==> src/rtl/wr_burst_reader_pkg.sv <==
// Shared types and constants for the frame-to-AXI write burst reader.
package wr_burst_reader_pkg;

    typedef enum logic [1:0] {
        ST_IDLE = 2'd0,
        ST_ADDR = 2'd1,
        ST_DATA = 2'd2,
        ST_RESP = 2'd3
    } state_e;

    localparam logic [1:0] RESP_OKAY   = 2'b00;
    localparam logic [1:0] RESP_EXOKAY = 2'b01;
    localparam logic [1:0] RESP_SLVERR = 2'b10;
    localparam logic [1:0] RESP_DECERR = 2'b11;

    localparam int unsigned BITS_PER_BYTE = 8;

    function automatic int unsigned bytes_per_beat(input int unsigned data_width);
        return data_width / BITS_PER_BYTE;
    endfunction

endpackage

==> src/rtl/wr_burst_beat_cnt.sv <==
// Beat counter for one AXI write burst; flags the beat whose index equals awlen.
module wr_burst_beat_cnt
    import wr_burst_reader_pkg::*;
(
    input  logic       rd_clk,
    input  logic       rd_rst,
    input  logic       clr,
    input  logic       beat_xfer,
    input  logic [7:0] burst_len_m1,
    output logic       last_beat
);

    logic [7:0] cnt_r;

    // count accepted beats, restarting from zero while the address phase is open
    always_ff @(posedge rd_clk) begin
        if (rd_rst) begin
            cnt_r <= 8'd0;
        end else if (clr) begin
            cnt_r <= 8'd0;
        end else if (beat_xfer) begin
            cnt_r <= cnt_r + 8'd1;
        end else begin
            cnt_r <= cnt_r;
        end
    end

    assign last_beat = (cnt_r == burst_len_m1);

endmodule

==> src/rtl/wr_burst_reader.sv <==
// Drains a prefetch FIFO into a frame buffer as a sequence of AXI write bursts.
module wr_burst_reader
    import wr_burst_reader_pkg::*;
#(
    parameter int c_DATA_WIDTH  = 32,
    parameter int c_ADDR_WIDTH  = 28,
    parameter int c_BURST_LEN   = 16,
    parameter int c_FRAME_WIDTH = 22
) (
    input  logic                     rd_clk,
    input  logic                     rd_rst,
    input  logic [c_DATA_WIDTH-1:0]  fifo_rd_data,
    input  logic                     fifo_rd_vld,
    output logic                     fifo_rd_en,
    input  logic [c_ADDR_WIDTH-1:0]  base_addr,
    input  logic [c_FRAME_WIDTH-1:0] frame_words,
    input  logic                     frame_start,
    output logic [c_ADDR_WIDTH-1:0]  m_awaddr,
    output logic [7:0]               m_awlen,
    output logic                     m_awvalid,
    input  logic                     m_awready,
    output logic [c_DATA_WIDTH-1:0]  m_wdata,
    output logic                     m_wlast,
    output logic                     m_wvalid,
    input  logic                     m_wready,
    input  logic [1:0]               m_bresp,
    input  logic                     m_bvalid,
    output logic                     m_bready,
    output logic                     busy,
    output logic                     frame_done,
    output logic                     resp_err
);

    localparam int unsigned C_BEAT_BYTES = bytes_per_beat(c_DATA_WIDTH);

    state_e                   state_r, state_n;
    logic [c_ADDR_WIDTH-1:0]  addr_r, addr_n, addr_step_s;
    logic [c_FRAME_WIDTH-1:0] remain_r, remain_n, remain_step_s;
    logic [7:0]               awlen_r, awlen_n;
    logic [8:0]               beats_s;
    logic                     pend_r, pend_n;
    logic                     frame_done_r, done_n;
    logic                     resp_err_r, err_n;
    logic                     final_s, restart_s, beat_xfer_s, last_beat_s, clr_s;

    function automatic logic [7:0] len_m1(input logic [c_FRAME_WIDTH-1:0] words);
        if (words >= c_FRAME_WIDTH'(c_BURST_LEN)) begin
            return 8'(c_BURST_LEN - 1);
        end else begin
            return 8'(words - c_FRAME_WIDTH'(1));
        end
    endfunction

    // Handshake qualifiers drop during reset so an abandoned burst never pops the FIFO.
    assign m_awvalid   = (state_r == ST_ADDR) & ~rd_rst;
    assign m_wvalid    = (state_r == ST_DATA) & fifo_rd_vld & ~rd_rst;
    assign fifo_rd_en  = (state_r == ST_DATA) & m_wready & ~rd_rst;
    assign m_bready    = (state_r == ST_RESP) & ~rd_rst;
    assign m_wlast     = (state_r == ST_DATA) & last_beat_s & ~rd_rst;
    assign m_wdata     = fifo_rd_data;
    assign m_awaddr    = addr_r;
    assign m_awlen     = awlen_r;
    assign busy        = (state_r != ST_IDLE);
    assign frame_done  = frame_done_r;
    assign resp_err    = resp_err_r;

    assign beat_xfer_s   = m_wvalid & m_wready;
    assign clr_s         = (state_r == ST_ADDR);
    assign beats_s       = {1'b0, awlen_r} + 9'd1;
    assign addr_step_s   = addr_r + (c_ADDR_WIDTH'(beats_s) * c_ADDR_WIDTH'(C_BEAT_BYTES));
    assign remain_step_s = remain_r - c_FRAME_WIDTH'(beats_s);
    assign final_s       = (remain_r == c_FRAME_WIDTH'(beats_s));
    assign restart_s     = pend_r | frame_start;

    wr_burst_beat_cnt u_beat_cnt (
        .rd_clk       (rd_clk),
        .rd_rst       (rd_rst),
        .clr          (clr_s),
        .beat_xfer    (beat_xfer_s),
        .burst_len_m1 (awlen_r),
        .last_beat    (last_beat_s)
    );

    // next-state and datapath updates for the burst sequencer
    always_comb begin
        state_n  = state_r;
        addr_n   = addr_r;
        remain_n = remain_r;
        awlen_n  = awlen_r;
        pend_n   = pend_r;
        done_n   = 1'b0;
        err_n    = resp_err_r;

        // A restart outside IDLE waits for the current burst's response.
        if (frame_start && (state_r != ST_IDLE) && !((state_r == ST_RESP) && m_bvalid)) begin
            pend_n = 1'b1;
        end else begin
            pend_n = pend_r;
        end

        case (state_r)
            ST_IDLE: begin
                if (frame_start) begin
                    state_n  = ST_ADDR;
                    addr_n   = base_addr;
                    remain_n = frame_words;
                    awlen_n  = len_m1(frame_words);
                end else begin
                    state_n = ST_IDLE;
                end
            end
            ST_ADDR: begin
                if (m_awready) begin
                    state_n = ST_DATA;
                end else begin
                    state_n = ST_ADDR;
                end
            end
            ST_DATA: begin
                if (beat_xfer_s && last_beat_s) begin
                    state_n = ST_RESP;
                end else begin
                    state_n = ST_DATA;
                end
            end
            ST_RESP: begin
                if (m_bvalid) begin
                    if (m_bresp != RESP_OKAY) begin
                        err_n = 1'b1;
                    end else begin
                        err_n = resp_err_r;
                    end
                    if (restart_s) begin
                        state_n  = ST_ADDR;
                        addr_n   = base_addr;
                        remain_n = frame_words;
                        awlen_n  = len_m1(frame_words);
                        pend_n   = 1'b0;
                        done_n   = final_s & ~pend_r;
                    end else if (final_s) begin
                        state_n  = ST_IDLE;
                        addr_n   = addr_step_s;
                        remain_n = remain_step_s;
                        done_n   = 1'b1;
                    end else begin
                        state_n  = ST_ADDR;
                        addr_n   = addr_step_s;
                        remain_n = remain_step_s;
                        awlen_n  = len_m1(remain_step_s);
                    end
                end else begin
                    state_n = ST_RESP;
                end
            end
            default: begin
                state_n = ST_IDLE;
            end
        endcase
    end

    // sequencer state and datapath registers
    always_ff @(posedge rd_clk) begin
        if (rd_rst) begin
            state_r      <= ST_IDLE;
            addr_r       <= '0;
            remain_r     <= '0;
            awlen_r      <= 8'd0;
            pend_r       <= 1'b0;
            frame_done_r <= 1'b0;
            resp_err_r   <= 1'b0;
        end else begin
            state_r      <= state_n;
            addr_r       <= addr_n;
            remain_r     <= remain_n;
            awlen_r      <= awlen_n;
            pend_r       <= pend_n;
            frame_done_r <= done_n;
            resp_err_r   <= err_n;
        end
    end

endmodule

==> config.mk <==
export PLATFORM = sky130hd
export DESIGN_NAME = wr_burst_reader
export DESIGN_NICKNAME = d
export VERILOG_FILES = /design/src/rtl/wr_burst_reader_pkg.sv /design/src/rtl/wr_burst_beat_cnt.sv /design/src/rtl/wr_burst_reader.sv
export SDC_FILE = /design/constraint.sdc
export NUM_CORES = 1
export LEC_CHECK = 0
export BUFFER_PORTS_ARGS = -buffer_cell sky130_fd_sc_hd__buf_2
export CELL_PAD_IN_SITES_DETAIL_PLACEMENT = 1
export CELL_PAD_IN_SITES_GLOBAL_PLACEMENT = 1
export CORE_MARGIN = 2
export CORE_UTILIZATION = 25
export DETAILED_ROUTE_END_ITERATION = 10
export PLACE_DENSITY = 0.61
export SLEW_MARGIN = 5
export SYNTH_ARGS = -nofsm -noshare
export SYNTH_HDL_FRONTEND = slang
export SYNTH_SLANG_ARGS = --single-unit
==> constraint.sdc <==
create_clock -name rd_clk -period 3.91 [get_ports rd_clk]
set_input_delay 1.173 -clock rd_clk [delete_from_list [all_inputs] [get_ports rd_clk]]
set_output_delay 1.173 -clock rd_clk [all_outputs]
set_load 0.01 [all_outputs]
Word level (Yosys, flattened, before mapping):

Cells that the tools add are included.

* flip-flop bits (word level): 71
* bits of input ports: 91
* output and inout port bits: 76
* word-level logic and storage cells: 81

* add/sub/neg operators: 6
* order comparisons: 2
* equal/unequal tests: 8
* muxes and demuxes: 28
* bitwise gates (word level): 15
* reductions and logical operators: 14

Operator list (number)
* $mux 28: 3
* $mux 22: 3
* $pmux 28 s2: 1
* $mux 8: 6
* $ge 22x5->1 const B: 2
* $pmux 22 s2: 1
* $add 28x11->28: 1
* $eq 22x9->1: 1
* $sub 22x9->22: 1
* $pmux 8 s2: 1
* $sub 8x1->8 const B: 2
* $and 1x1->1: 10
* $mux 1: 10
* $add 8x1->9 const B: 1
* $add 8x1->8 const B: 1
* $eq 8x8->1: 1
* $pmux 2 s4: 1
* $reduce_and 3->1: 2
* $reduce_bool 2->1: 3
* $eq 2x2->1 const B: 2
* $logic_and 1x1->1: 4
* $mux 2: 2
* $ne 2x2->1 const B: 2
* $not 1->1: 4
* 8 further kinds: 8

Depth between registers and ports, before layout:

* word-level depth: 8
* depth in mapped cells: 16
* gate-level depth less buffers: 14

By module:

Synthesis repeated with hierarchy kept, for this count alone.

* cells, all modules: 744
* area, all modules: 5427.7 µm²

Modules (own cells, without submodules)
* wr_burst_reader: instances 1, cells each 694, area an instance 4994.8 µm², sequential area each 1261.2 µm²
* wr_burst_beat_cnt: instances 1, cells each 50, area an instance 432.9 µm², sequential area each 160.2 µm²

Worst setup path after synthesis:

OpenSTA, ideal clock, no wires.

* path type: reg-to-reg
* start: reg awlen_r[0], in the netlist m_awlen[0]
* end: reg awlen_r[4], in the netlist m_awlen[4]
* library setup time: 0.078 ns
* data arrival time: 3.734 ns
* data required time: 3.832 ns
* setup slack: 0.098 ns
* stages on the path, launching flop included: 16
* path buffers: 1
* period minus slack after synthesis: 3.812 ns
* cell sequence: dfxtp_1 ha_1 nand3_1 nor2_1 xor2_1 inv_1 ha_1 clkbuf_1 a21o_1 o32ai_1 a211o_1 a41oi_1 a211o_1 or4_1 o31a_1 nor3_1

* cells in the longest elaborated chain, start to end: 8

RTL lines
* start, declared: RTL line wr_burst_reader.sv:39 `logic [7:0] awlen_r, awlen_n;`
* start signal, assigned: RTL line wr_burst_reader.sv:175 `awlen_r <= awlen_n;`
* $add 8x1->9 (*): RTL line wr_burst_reader.sv:69 `assign beats_s = {1'b0, awlen_r} + 9'd1;`
* $sub 22x9->22: RTL line wr_burst_reader.sv:71 `assign remain_step_s = remain_r - c_FRAME_WIDTH'(beats_s);`
* $ge 22x5->1 or $sub 8x1->8 (tied branches): RTL line wr_burst_reader.sv:47, wr_burst_reader.sv:50
* $mux 8: RTL line wr_burst_reader.sv:47 `if (words >= c_FRAME_WIDTH'(c_BURST_LEN)) begin`
* $mux 8: RTL line wr_burst_reader.sv:140 `end else if (final_s) begin`
* $mux 8: RTL line wr_burst_reader.sv:133 `if (restart_s) begin`
* $mux 8: RTL line wr_burst_reader.sv:127 `if (m_bvalid) begin`
* $pmux 8 s2: RTL line wr_burst_reader.sv:101 `case (state_r)`

Every way passes the cells marked *; elsewhere a longest branch is shown, timed or not. The select of a mux whose other input is x is not followed.
A chain may end at the register's enable or synchronous reset.

Final worst setup path:

Ends and elaborated chain as after synthesis.

==> results.toml <==
[clock_tree]
cts.sinks = 71
clock_path_buffers = 2
htreeDepth = 3
tritoncts = "done"
cts_buffers = 9
clk_pin_slew_worst_paths_ns = 0.06
ctsRootBufferMaster = "clkbuf_16"
clk_latency_ns = 0.35

[worst_setup_path]
worst-path-buf-inv = 1
crit_top_cell = "nor3_1"
worstPathMaxFanout = 7
cp-start-kind = "register"
critPathTopFamily = "compound AO/OA/AOI/OAI gates"
crit_required_ns = 4.18
cp_slowest_cell = "or4_4"
crit_arrival_ns = 3.99
worst_setup_path_end_kind = "register"
critical_path_class = "reg2reg"
max_stage_delay_ns = 0.56
path_cells = "ha_2, nand3_2, xnor2_1, inv_1, ha_1, a21o_1, a311o_1, nor3_1, o21ai_0, a211o_1, or4_4, o31a_1, nor3_1"

[routing]
vias = 5657
route.met3.wl_um = 770
antenna_left = 0
routedWlPerCell_um = 17.69
drc_errors = 0
drt_iter0_drc = 241
routed.top_layer = "met4"
wl_met2_um = 8864
wirelength_um = 19280
first_pass_iters = 4
post_drt_via_cell_ratio = 5.190
m1WireLength_um = 9375

[placed_design]
hpwl_um = 14280
place_congestion = 0.8356
dp_cells = 1073
portBuffers = 102
postPlaceCellArea_um2 = 6130

[floorplanning]
die_h_um = 151.0
die_area_um2 = 22790
core.rowCount = 53
core_um2 = 21090
ioPinCount = 167
die_x_um = 151.0
initial_core_util_pct = 25.60

[synthesis]
synth-main-ff-cell = "dfxtp_1"
synth-warning-count = 0
syn_area_per_cell_um2 = 7.326
synthesis.nets = 854
ys_ff_latch = 71
netlist_instances = 737
yosysUniqueCellTypes = 66
synthArstFlopShare_pct = 0
synth_edf_count = 0
netlist_area_um2 = 5399
yosysSeqAreaShare_pct = 26.33

[cells_and_area]
final_area_um2 = 6492
layout.nets = 930
fin_cells = 1090
drive_gt1_share_pct = 22.33
num_antenna_cells = 0
syn2layout_area_growth_pct = 20.25

[timing]
final-max-slew-violation-count = 0
fin_tns_setup_ns = 0
setup_viol = 0
worstMarginPinSlew_ns = 0.8114
slew_headroom_pct = 45.91
hold_viol = 0
period_needed_ns = 3.719
skew_ns = 0.008940
fin_crit_sh_pct = 95.10
fmax_mhz = 268.9

[status]
status = "complete, no violations"

[power_and_ir_drop]
power_density_nw_per_um2 = 412.2
peakVddDrop_mv = 0.2045
p_leak_uw = 0.002666

[grt]
grt_usage_pct = 17.28
grt_remaining_overflow = 0
grt_pass1_wl_um = 31030
antenna_found_initial = 0
grt_pass1_vias = 5729
grt_max_degree = 69

[worst_hold_path]
worstHoldPathType = "reg2reg"

[run]
cap_viol_max_count = 0
[worst paths after layout]
kind,to,depth (start not counted),startpoint,slack (ns)
worst max-delay path,m_awlen[4],13,m_awlen[0],0.19
worst max register to register,m_awlen[4],13,m_awlen[0],0.19
worst min register to register,remain_r[0],2,remain_r[0],0.46
worst min-delay path,remain_r[0],2,remain_r[0],0.46
[routing by layer]
layer  vias to the layer above  track usage [%]
met4                         0            4.533
met3                        21            3.464
met2                       100            28.20
li1                       2794                -
met5                         -                0
met1                      2742            23.27
[power by group]
group / internal, uW / switching (uW)
Sequential: 790 / 76.5
Combinational: 424 / 589
Clock: 470 / 326
[worst min-delay path, cell delays in order (launching register included)]
cell and delay [ns]:
dfxtp_1 0.31, nand2_1 0.05, a21oi_1 0.05
[final cells by class]
type / instances / area, um2
inverter: 26 / 97.59
fill: 2656 / 14600
sequential: 71 / 1424
timing repair buffer: 142 / 823.3
multi-input combinational: 563 / 3532
tap: 275 / 344.1
clock inverter: 1 / 5.005
clock buffer: 12 / 266.5
[what timing repair did]
| action | in CTS | in global routing |
|---|---|---|
| resized for setup | 2 | 14 |
| pin swaps | 0 | 8 |
| setup endpoints to repair | 6 | 8 |
| buffers inserted | 0 | 4 |
| hold buffers | 0 | 0 |
[cells in the final DEF, fill, tap and decap left out, drive strengths merged, types with 14 or more instances in the layout]
cell type / instances
buf: 142
nor2: 94
nand2: 75
dfxtp: 71
a21oi: 63
o21ai: 32
inv: 26
nor3: 26
xnor2: 24
ha: 24
nor4: 21
a211oi: 17
nand3: 15
xor2: 14
[cell usage after synthesis (3+ instances only)]
library cell / number / share of area (%)
nor2_1: 94 / 6.5
nand2_1: 75 / 5.2
dfxtp_1: 71 / 26
a21oi_1: 63 / 5.8
clkbuf_1: 38 / 2.6
buf_4: 32 / 4.4
o21ai_0: 30 / 2.8
inv_1: 26 / 1.8
nor3_1: 25 / 2.3
ha_1: 24 / 5.6
xnor2_1: 24 / 3.9
nor4_1: 21 / 2.4
a211oi_1: 17 / 2.4
nand3_1: 15 / 1.4
xor2_1: 14 / 2.3
nand2b_1: 12 / 1.4
a311oi_1: 11 / 1.8
a21o_1: 10 / 1.4
nand4_1: 10 / 1.2
o31ai_1: 9 / 1.3
a31oi_1: 8 / 0.93
o22ai_1: 8 / 0.93
and3_1: 7 / 0.81
o211ai_1: 7 / 0.97
and2_1: 5 / 0.58
buf_1: 5 / 0.35
o21a_1: 5 / 0.70
or4_1: 5 / 0.70
a211o_1: 4 / 0.65
nor3b_1: 4 / 0.56
o311ai_0: 4 / 0.65
a22oi_1: 3 / 0.42
a41oi_1: 3 / 0.49
and4_1: 3 / 0.49
mux2i_1: 3 / 0.56
nand4b_1: 3 / 0.49
or3_1: 3 / 0.35
[state kept, by name, summed over array words and instances (netlist names)]
| register | flops |
|---|---|
| frame_done | 1 |
| m_awaddr | 28 |
| m_awlen | 8 |
| pend_r | 1 |
| remain_r | 22 |
| resp_err | 1 |
| state_r | 2 |
| u_beat_cnt.cnt_r | 8 |
[cells by family after synthesis]
logic type                 synth area share [%]
and+or+nand+nor                           25.66
AOI/OAI and AO/OA                         25.24
buffers and inverters                     9.548
DFF                                       26.33
xor gates and xnor gates                  6.165
adders and majority gates                 6.304
muxes                                    0.7648
[per-stage QoR]
step                setup slack (ns)  utilization (%)  total power, uW  hold WS (ns)
finish                        0.1914            30.79             2676        0.4614
global route                -0.02154            30.79             2861        0.4885
floorplan                    0.09792                -             1531        0.4319
detailed placement           -0.1130            29.07             1862        0.4488
global placement             0.08622            29.07             1855        0.4432
CTS                          0.01549            30.41             2685        0.4661
Note: power is estimated with default switching activity, not from simulation.
